### src/rtl/serial_subtractor.sv
// Bit-serial unsigned subtractor: DIFF = A - B (mod 2^WIDTH) and final BORROW,
// one bit per clock LSB first, behind a START/DONE handshake.
module serial_subtractor #(
  parameter int WIDTH = 8
) (
  input  logic             CLK,
  input  logic             RST,
  input  logic             START,
  input  logic [WIDTH-1:0] A,
  input  logic [WIDTH-1:0] B,
  output logic             BUSY,
  output logic             DONE,
  output logic [WIDTH-1:0] DIFF,
  output logic             BORROW
);

  localparam int CNT_W = $clog2(WIDTH + 1);
  localparam logic [CNT_W-1:0] LAST_CNT = CNT_W'(WIDTH - 1);

  typedef enum logic [1:0] {
    IDLE   = 2'd0,
    SHIFT  = 2'd1,
    FINISH = 2'd2
  } state_t;

  state_t           state_q, state_d;
  logic [WIDTH-1:0] a_sh_q, a_sh_d;
  logic [WIDTH-1:0] b_sh_q, b_sh_d;
  logic [WIDTH-1:0] d_sh_q, d_sh_d;
  logic             br_q, br_d;
  logic [CNT_W-1:0] cnt_q, cnt_d;
  logic [WIDTH-1:0] diff_q, diff_d;
  logic             borrow_q, borrow_d;
  logic             busy_q, busy_d;
  logic             done_q, done_d;

  logic             bit_a_s;
  logic             bit_b_s;
  logic             d_bit_s;
  logic             bout_s;

  // Full-subtractor cell, next-state logic and registered-output decode
  always_comb begin
    state_d  = state_q;
    a_sh_d   = a_sh_q;
    b_sh_d   = b_sh_q;
    d_sh_d   = d_sh_q;
    br_d     = br_q;
    cnt_d    = cnt_q;
    diff_d   = diff_q;
    borrow_d = borrow_q;

    bit_a_s = a_sh_q[0];
    bit_b_s = b_sh_q[0];
    d_bit_s = bit_a_s ^ bit_b_s ^ br_q;
    bout_s  = (~bit_a_s & bit_b_s) | (~(bit_a_s ^ bit_b_s) & br_q);

    case (state_q)
      IDLE: begin
        if (START) begin
          a_sh_d  = A;
          b_sh_d  = B;
          d_sh_d  = '0;
          br_d    = 1'b0;
          cnt_d   = '0;
          state_d = SHIFT;
        end else begin
          state_d = IDLE;
        end
      end
      SHIFT: begin
        a_sh_d = a_sh_q >> 1;
        b_sh_d = b_sh_q >> 1;
        // New difference bit enters at the MSB so the word ends LSB-aligned
        d_sh_d            = d_sh_q >> 1;
        d_sh_d[WIDTH-1]   = d_bit_s;
        br_d   = bout_s;
        cnt_d  = cnt_q + CNT_W'(1);
        if (cnt_q == LAST_CNT) begin
          diff_d   = d_sh_d;
          borrow_d = bout_s;
          state_d  = FINISH;
        end else begin
          state_d  = SHIFT;
        end
      end
      FINISH: begin
        state_d = IDLE;
      end
      default: begin
        state_d = IDLE;
      end
    endcase

    busy_d = (state_d == SHIFT);
    done_d = (state_d == FINISH);
  end

  // State, datapath and output registers with synchronous reset
  always_ff @(posedge CLK) begin
    if (RST) begin
      state_q  <= IDLE;
      a_sh_q   <= '0;
      b_sh_q   <= '0;
      d_sh_q   <= '0;
      br_q     <= 1'b0;
      cnt_q    <= '0;
      diff_q   <= '0;
      borrow_q <= 1'b0;
      busy_q   <= 1'b0;
      done_q   <= 1'b0;
    end else begin
      state_q  <= state_d;
      a_sh_q   <= a_sh_d;
      b_sh_q   <= b_sh_d;
      d_sh_q   <= d_sh_d;
      br_q     <= br_d;
      cnt_q    <= cnt_d;
      diff_q   <= diff_d;
      borrow_q <= borrow_d;
      busy_q   <= busy_d;
      done_q   <= done_d;
    end
  end

  assign BUSY   = busy_q;
  assign DONE   = done_q;
  assign DIFF   = diff_q;
  assign BORROW = borrow_q;

endmodule

### config.mk
export PLATFORM = sky130hd
export DESIGN_NAME = serial_subtractor
export DESIGN_NICKNAME = d
export VERILOG_FILES = /design/src/rtl/serial_subtractor.sv
export SDC_FILE = /design/constraint.sdc
export NUM_CORES = 1
export LEC_CHECK = 0
export CAP_MARGIN = 10
export CORE_MARGIN = 4
export CORE_UTILIZATION = 35
export DETAILED_ROUTE_END_ITERATION = 7
export GPL_TIMING_DRIVEN = 0
export PLACE_DENSITY = 0.64
export RECOVER_POWER = 25
export SYNTH_ARGS = -nofsm -noshare
export SYNTH_HDL_FRONTEND = slang
export SYNTH_SLANG_ARGS = --single-unit
### constraint.sdc
create_clock -name CLK -period 2.85 [get_ports CLK]
set_clock_uncertainty 0.15 [all_clocks]
set_input_delay 0.57 -clock CLK [delete_from_list [all_inputs] [get_ports CLK]]
set_output_delay 0.57 -clock CLK [all_outputs]
set_load 0.05 [all_outputs]
==> impl_metrics.csv, run 1 <==
group,metric,value,unit
detailed_routing,highest-signal-layer,"met4",
placement,hpwl,2.56,mm
worst_setup_path,worst-endpoint-arrival,2.26,ns
placement,placed_cells,252,
final_layout,layout-drive-gt1-share,9.13,%
logic_synthesis,yosys-top-cells-count,"sky130_fd_sc_hd__dfxtp_1, sky130_fd_sc_hd__a21oi_1, sky130_fd_sc_hd__o21ai_0, sky130_fd_sc_hd__o22ai_1, sky130_fd_sc_hd__nor2_1",
worst_setup_path,worstRegToRegCells,5,
logic_synthesis,syn_area_per_cell,9.31,um2
logic_synthesis,synth_top_family_by_area,"compound AO/OA/AOI/OAI gates",
logic_synthesis,synth_simple_gate_area_share,11.6,%
detailed_routing,route.met3.wl,137,um
sta,grt_setup_unrepaired,"no",
floorplanning,core_area,4380,um2
logic_synthesis,synth-seq-cells,41,
sta,worstMarginPinSlew,0.497,ns
global_route,via_count_of_the_first_global_routing_pass,1312,
detailed_routing,drt-pass1-iter-count,4,
detailed_routing,m1WireLength,1.86,mm
sta,report.final.setup_viol,0,
detailed_routing,routed-via-count,1379,
global_route,grt_max_degree,13,
floorplanning,chipWidth,75.4,um
clock_tree,cts-buffers-inserted,5,
power,power.static_leakage,0.746,nW
logic_synthesis,ys.warnings.count,0,
clock_tree,ctsHtreeMaxLevel,2,
logic_synthesis,number_of_enable_type_register_cells_in_the_synthesized_netlist,0,
logic_synthesis,total_nets_after_synthesis,192,
detailed_routing,detailedRoute.firstIterationViolations,59,
clock_tree,cts_resized,0,
floorplanning,die_area,5690,um2
status,run_status,"complete, no violations",
final_layout,antenna_cells_inserted,0,
placement,gpl.final_weighted_congestion,0.733,
worst_setup_path,cp_max_fo,10,
clock_tree,clock_sink_total,41,
clock_tree,worstSkewPairLatency,0.29,ns
power,power.density,588,nW/um2
worst_setup_path,crit_path_end_kind,"flip-flop",
placement,io_buffers,29,
logic_synthesis,synth_area,1590,um2
detailed_routing,detail-route-antenna-nets,0,
detailed_routing,remaining_drc_errors,0,
logic_synthesis,synth-adder-area-share,2.04,%
logic_synthesis,seq_area_frac_synth,51.6,%
logic_synthesis,postSynth.asyncResetShare,0,%
clock_tree,max-clock-path-buffers,2,
detailed_routing,route.met2.wl,1.66,mm
hold_path,hold_path.startpoint,"DIFF[1]",
clock_tree,cts_root_buf,"sky130_fd_sc_hd__clkbuf_8",
detailed_routing,avgRoutedWirePerCell,14.4,um
floorplanning,core.rowCount,24,
logic_synthesis,yosys.area.top_type_share,51.6,%
hold_path,hold_class,"flip-flop to flip-flop",
detailed_routing,route.final.wire_length,3.74,mm
sta,final_min_period,2.17,ns
logic_synthesis,yosysTopAreaCell,"sky130_fd_sc_hd__dfxtp_1",
worst_setup_path,crit_path_start_kind,"input port",
worst_setup_path,required,2.93,ns
sta,timing_max_transition_violations_final,0,
logic_synthesis,synth_xor_xnor_area_share,0,%
floorplanning,initial_core_utilization,36.3,%
final_layout,layout-area-overhead-vs-synth,29.5,%
sta,clock.fmax,460,MHz
power,power.ir.vdd_worst,0.241,mV
global_route,grt_pass1_wl,6.11,mm
sta,max_slew_margin,66.8,%
logic_synthesis,yosys.cell_count.top_type,"sky130_fd_sc_hd__dfxtp_1",
logic_synthesis,post_synth_num_cell_types,35,
detailed_routing,vias_per_cell,5.30,
logic_synthesis,netlist_instances,171,
sta,timing.final.crit_share,76.3,%
sta,setup-tns-final,0,ns
final_layout,instances_no_fill,260,
logic_synthesis,compound_gate_fraction_of_synth_area,29.5,%
worst_setup_path,r2r_setup_slack,0.95,ns
clock_tree,cts.clk_slew.worst_paths,0.08,ns
global_route,grt_ovf,0,
clock_tree,cts_hold_bufs,0,
worst_setup_path,timing.rr.end,"DIFF[1]",
global_route,overall_fraction_of_global_route_tracks_in_use,14.2,%
floorplanning,die_height,75.4,um
global_route,antenna_found_initial,0,
clock_tree,tritoncts,"yes",
logic_synthesis,synth_flop_cell,"sky130_fd_sc_hd__dfxtp_1",
hold_path,min_delay_worst_endpoint,"DIFF[1]",
logic_synthesis,multiplexer_share_of_the_synthesized_area,0.629,%
clock_tree,cts_post_setup_buffers_inserted,0,
worst_setup_path,timing_worst_setup_path_type,"input port to flip-flop",
sta,number_of_endpoints_with_negative_hold_slack_in_the_final_report,0,
floorplanning,design.portCount,30,
final_layout,finish.net_count,228,
hold_path,worst_hold_path.num_cells,2,
worst_setup_path,critical_path.reg2reg.startpoint,"cnt_q[0]",
run,maxCapViolations,0,
logic_synthesis,synthTopCellsByArea,"sky130_fd_sc_hd__dfxtp_1, sky130_fd_sc_hd__a21oi_1, sky130_fd_sc_hd__o22ai_1",
-- state kept, by name, summed over array words and instances, names as in the netlist, 2 cells and up --
register,count
DIFF,8
b_sh_q,8
a_sh_q,8
cnt_q,4
state_q,2
d_sh_q,7
-- layout by cell type (no fill, tap or decap) --
master | netlist | routed
sky130_fd_sc_hd__dlygate4sd3_1 | 0 | 2
sky130_fd_sc_hd__clkinv_1 | 1 | 1
sky130_fd_sc_hd__a31oi_1 | 1 | 1
sky130_fd_sc_hd__clkdlybuf4s50_1 | 0 | 27
sky130_fd_sc_hd__inv_1 | 3 | 3
sky130_fd_sc_hd__o32a_1 | 1 | 1
sky130_fd_sc_hd__nor3b_1 | 1 | 1
sky130_fd_sc_hd__a211oi_2 | 1 | 1
sky130_fd_sc_hd__or4_1 | 1 | 1
sky130_fd_sc_hd__nand4_1 | 1 | 1
sky130_fd_sc_hd__o21ba_2 | 1 | 1
sky130_fd_sc_hd__dfxtp_1 | 41 | 41
sky130_fd_sc_hd__buf_4 | 1 | 1
sky130_fd_sc_hd__nor2b_1 | 1 | 1
sky130_fd_sc_hd__mux2i_1 | 1 | 1
sky130_fd_sc_hd__o21ai_0 | 14 | 14
sky130_fd_sc_hd__a22oi_1 | 10 | 10
sky130_fd_sc_hd__nand3_1 | 2 | 2
sky130_fd_sc_hd__clkbuf_1 | 8 | 11
sky130_fd_sc_hd__ha_1 | 1 | 1
sky130_fd_sc_hd__and3_1 | 2 | 2
sky130_fd_sc_hd__o22ai_1 | 14 | 14
sky130_fd_sc_hd__clkbuf_8 | 0 | 6
sky130_fd_sc_hd__nor3_1 | 3 | 3
sky130_fd_sc_hd__a21oi_1 | 22 | 22
sky130_fd_sc_hd__nor2_1 | 12 | 12
sky130_fd_sc_hd__buf_2 | 3 | 1
sky130_fd_sc_hd__buf_1 | 1 | 1
sky130_fd_sc_hd__o311a_1 | 1 | 1
sky130_fd_sc_hd__and4b_1 | 1 | 1
sky130_fd_sc_hd__nand2b_1 | 8 | 8
sky130_fd_sc_hd__o21bai_1 | 1 | 1
sky130_fd_sc_hd__a31o_2 | 7 | 7
sky130_fd_sc_hd__inv_2 | 1 | 1
sky130_fd_sc_hd__nand2_1 | 2 | 2
sky130_fd_sc_hd__and2_0 | 0 | 1
sky130_fd_sc_hd__a221oi_1 | 1 | 1
sky130_fd_sc_hd__fa_1 | 1 | 1
sky130_fd_sc_hd__bufinv_16 | 0 | 1
-- critical path, cell delays in order --
cell and delay (ns):
sky130_fd_sc_hd__dlygate4sd3_1 0.58, sky130_fd_sc_hd__o21bai_1 0.40, sky130_fd_sc_hd__clkbuf_1 0.43, sky130_fd_sc_hd__a22oi_1 0.17, sky130_fd_sc_hd__nor2_1 0.10
-- area by class of cell --
cell class,instances,area (um2)
repair buffers,29,290
fillers,455,2320
plain buffers,13,53.8
clock buffers,7,86.3
flip-flops and latches,41,821
multi-input cells,112,696
clock inverters,1,30.0
inverters,5,18.8
well taps,52,65.1
-- where the power goes --
group,internal [mW],switching [mW]
logic,0.0567,0.0625
clock network,0.286,0.196
registers,0.597,0.0134
total,0.939,0.272
-- per-stage QoR --
stage / instance area (um2) / hold WS (ns) / power [mW] / worst slack [ns] / util (%)
final: 2060 / 0.321 / 1.21 / 0.677 / 47.0
after detailed placement: 1950 / 0.308 / 0.743 / 0.430 / 44.4
after global routing: 2060 / 0.374 / 1.26 / 0.532 / 47.0
after global placement: 1950 / 0.307 / 0.743 / 0.444 / 44.4
after CTS: 2060 / 0.326 / 1.23 / 0.655 / 47.1
after floorplan: 1590 / 0.310 / 0.692 / 1.31 / -
-- layer usage --
metal	vias up	track usage, %
met2	32	20.8
met5	-	0
met4	0	7.38
met3	4	3.17
met1	639	19.4
li1	704	-
-- worst max-delay path by stage --
stage | from | end | depth (start not counted)
5_1_grt | RST | d_sh_q[2] | 4
2_1_floorplan | cnt_q[0] | DIFF[2] | 5
4_1_cts | BORROW | BORROW | 1
6_report | START | d_sh_q[4] | 5
3_5_place_dp | RST | br_q | 4
3_3_place_gp | RST | d_sh_q[2] | 4
-- cell families (layout without fill, tap and decap cells) --
logic type | after synthesis | after routing
buffers and inverters | 18 | 55
AOI/OAI and AO/OA | 74 | 74
DFF | 41 | 41
and+or+nand+nor | 35 | 35
adders and majority gates | 2 | 2
muxes | 1 | 1
No activity file was read; power rests on OpenSTA's default activity.
==> run 2: changes to the inputs <==
==> constraint.sdc (replaced) <==
create_clock -name CLK -period 2.1 [get_ports CLK]
set_clock_uncertainty 0.15 [all_clocks]
set_input_delay 0.42 -clock CLK [delete_from_list [all_inputs] [get_ports CLK]]
set_output_delay 0.42 -clock CLK [all_outputs]
set_load 0.05 [all_outputs]
==> run 2 against run 1 <==
Against the previous run:
- global-route usage did not move
- non-clock buffer count did not move
- die area did not move
- clock-buffer cell count did not move
- first-iteration DRC count fell by 3.4%
- critical path depth fell by 4
- core utilization did not move
- sequential share of layout area did not move
- via count did not move
- cell area did not move
- flip-flop and latch count did not move
==> impl_metrics.csv, run 2 (synthesis gave the netlist of run 1 again) <==
group,metric,value,unit
final_layout,most_common_cell_after_layout_fill_and_taps_aside,"sky130_fd_sc_hd__dfxtp_1",
worst_setup_path,cp_max_fo,2,
placement,pre_cts_ws,-0.170,ns
final_layout,fin_util,47.0,%
power,power.static_leakage,0.746,nW
final_layout,post-route-cell-area,2060,um2
detailed_routing,vias_per_cell,5.30,
clock_tree,tritoncts,"yes",
sta,number_of_endpoints_with_negative_hold_slack_in_the_final_report,0,
floorplanning,initial_core_utilization,36.3,%
final_layout,finish.net_count,228,
final_layout,fillCellCount,455,
floorplanning,chipWidth,75.4,um
final_layout,instances_no_fill,260,
power,sw_frac_of_total,22.5,%
clock_tree,ctsHtreeMaxLevel,2,
clock_tree,cts_post_setup_buffers_inserted,0,
detailed_routing,drt-pass1-iter-count,4,
placement,placed_instance_area,1950,um2
sta,fin_hold_ws,0.321,ns
floorplanning,die_height,75.4,um
worst_setup_path,r2r_setup_slack,0.20,ns
floorplanning,die_area,5690,um2
detailed_routing,route.final.wire_length,3.74,mm
sta,setup-tns-final,0,ns
final_layout,antenna_cells_inserted,0,
clock_tree,cts-buffers-inserted,5,
detailed_routing,detail-route-antenna-nets,0,
detailed_routing,routed-via-count,1379,
sta,final_min_period,2.02,ns
detailed_routing,detailedRoute.firstIterationViolations,57,
hold_path,hold_class,"flip-flop to flip-flop",
worst_setup_path,crit_slowest_cell,"sky130_fd_sc_hd__clkdlybuf4s50_1",
worst_setup_path,required,1.53,ns
clock_tree,clock_sink_total,41,
clock_tree,cts_root_buf,"sky130_fd_sc_hd__clkbuf_8",
floorplanning,design.portCount,30,
sta,timing.final.crit_share,96.3,%
clock_tree,cts_hold_bufs,0,
placement,placed_cells,252,
detailed_routing,remaining_drc_errors,0,
power,power.ir.vdd_worst,0.328,mV
worst_setup_path,timing.critical_path.cells,"clkdlybuf4s50_1",
worst_setup_path,worstPathBufferInverterCount,1,
power,internal_power,1.28,mW
sta,timing_max_transition_violations_final,0,
placement,gpl.final_weighted_congestion,0.733,
clock_tree,worstSkewPairLatency,0.29,ns
sta,final.setup.worst_slack,0.0770,ns
worst_setup_path,timing_worst_setup_path_type,"flip-flop to output pin",
status,run_status,"complete, no violations",
global_route,overall_fraction_of_global_route_tracks_in_use,14.2,%
power,fin_total_pwr,1.65,mW
power,power.share.sequential,50.4,%
global_route,antenna_found_initial,0,
power,power_switching,0.370,mW
worst_setup_path,critical_path.max_stage_delay,0.81,ns
detailed_routing,avgRoutedWirePerCell,14.4,um
floorplanning,core_area,4380,um2
worst_setup_path,critical_path.top_delay_family,"buffers and inverters",
clock_tree,max-clock-path-buffers,2,
power,clock_power_share,39.8,%
worst_setup_path,crit_path_end_kind,"output pin",
worst_setup_path,crit_path_start_kind,"flip-flop",
run,maxCapViolations,0,
floorplanning,core.rowCount,24,
final_layout,multi_input_area,696,um2
clock_tree,cts_resized,0,
sta,clock.fmax,494,MHz
global_route,grt_pass1_wl,6.11,mm
worst_setup_path,worst-endpoint-arrival,1.45,ns
sta,worstMarginPinSlew,0.497,ns
final_layout,mostFrequentLayoutCells,"sky130_fd_sc_hd__dfxtp_1, sky130_fd_sc_hd__clkdlybuf4s50_1, sky130_fd_sc_hd__a21oi_1",
placement,hpwl,2.56,mm
final_layout,layout-area-overhead-vs-synth,29.5,%
power,comb_power_share,9.9,%
power,power.density,798,nW/um2
global_route,grt_max_degree,13,
sta,grt_setup_unrepaired,"no",
final_layout,layout-drive-gt1-share,9.13,%
global_route,via_count_of_the_first_global_routing_pass,1312,
placement,io_buffers,29,
final_layout,area.sequential,821,um2
global_route,grt_ovf,0,
clock_tree,cts.clk_slew.worst_paths,0.08,ns
sta,report.final.setup_viol,0,
sta,max_slew_margin,66.8,%
## run 2: worst paths after layout
kind                            startpoint       to  depth (start not counted)
worst max-delay path               DIFF[6]  DIFF[6]                          1
worst min-delay path               DIFF[1]  DIFF[1]                          2
worst max register to register    cnt_q[0]  DIFF[1]                          5
worst min register to register     DIFF[1]  DIFF[1]                          2
## run 2: power by group through the flow
| stage | Clock (mW) | Combinational [mW] | Sequential (mW) |
|---|---|---|---|
| finish | 0.654 | 0.162 | 0.829 |
| global route | 0.700 | 0.179 | 0.833 |
| CTS | 0.673 | 0.163 | 0.829 |
| detailed placement | 0 | 0.161 | 0.847 |
| global placement | 0 | 0.162 | 0.847 |
| floorplan | 0 | 0.0923 | 0.847 |
## run 2: layout make-up
type,instances,share of cell area (%)
Sequential cell,41,39.8
Inverter,5,0.911
Multi-Input combinational cell,112,33.8
Buffer,13,2.61
Clock buffer,7,4.19
Clock inverter,1,1.46
Timing Repair Buffer,29,14.1
Tap cell,52,3.16
## run 2: routing by layer
layer	track usage [%]	wire, um	share of wire [%]	vias to the layer above
li1	-	-	-	704
met5	0	0	0	-
met1	19.4	1860	50	639
met3	3.17	138	3.7	4
met4	7.38	77	2.1	0
met2	20.8	1660	44	32
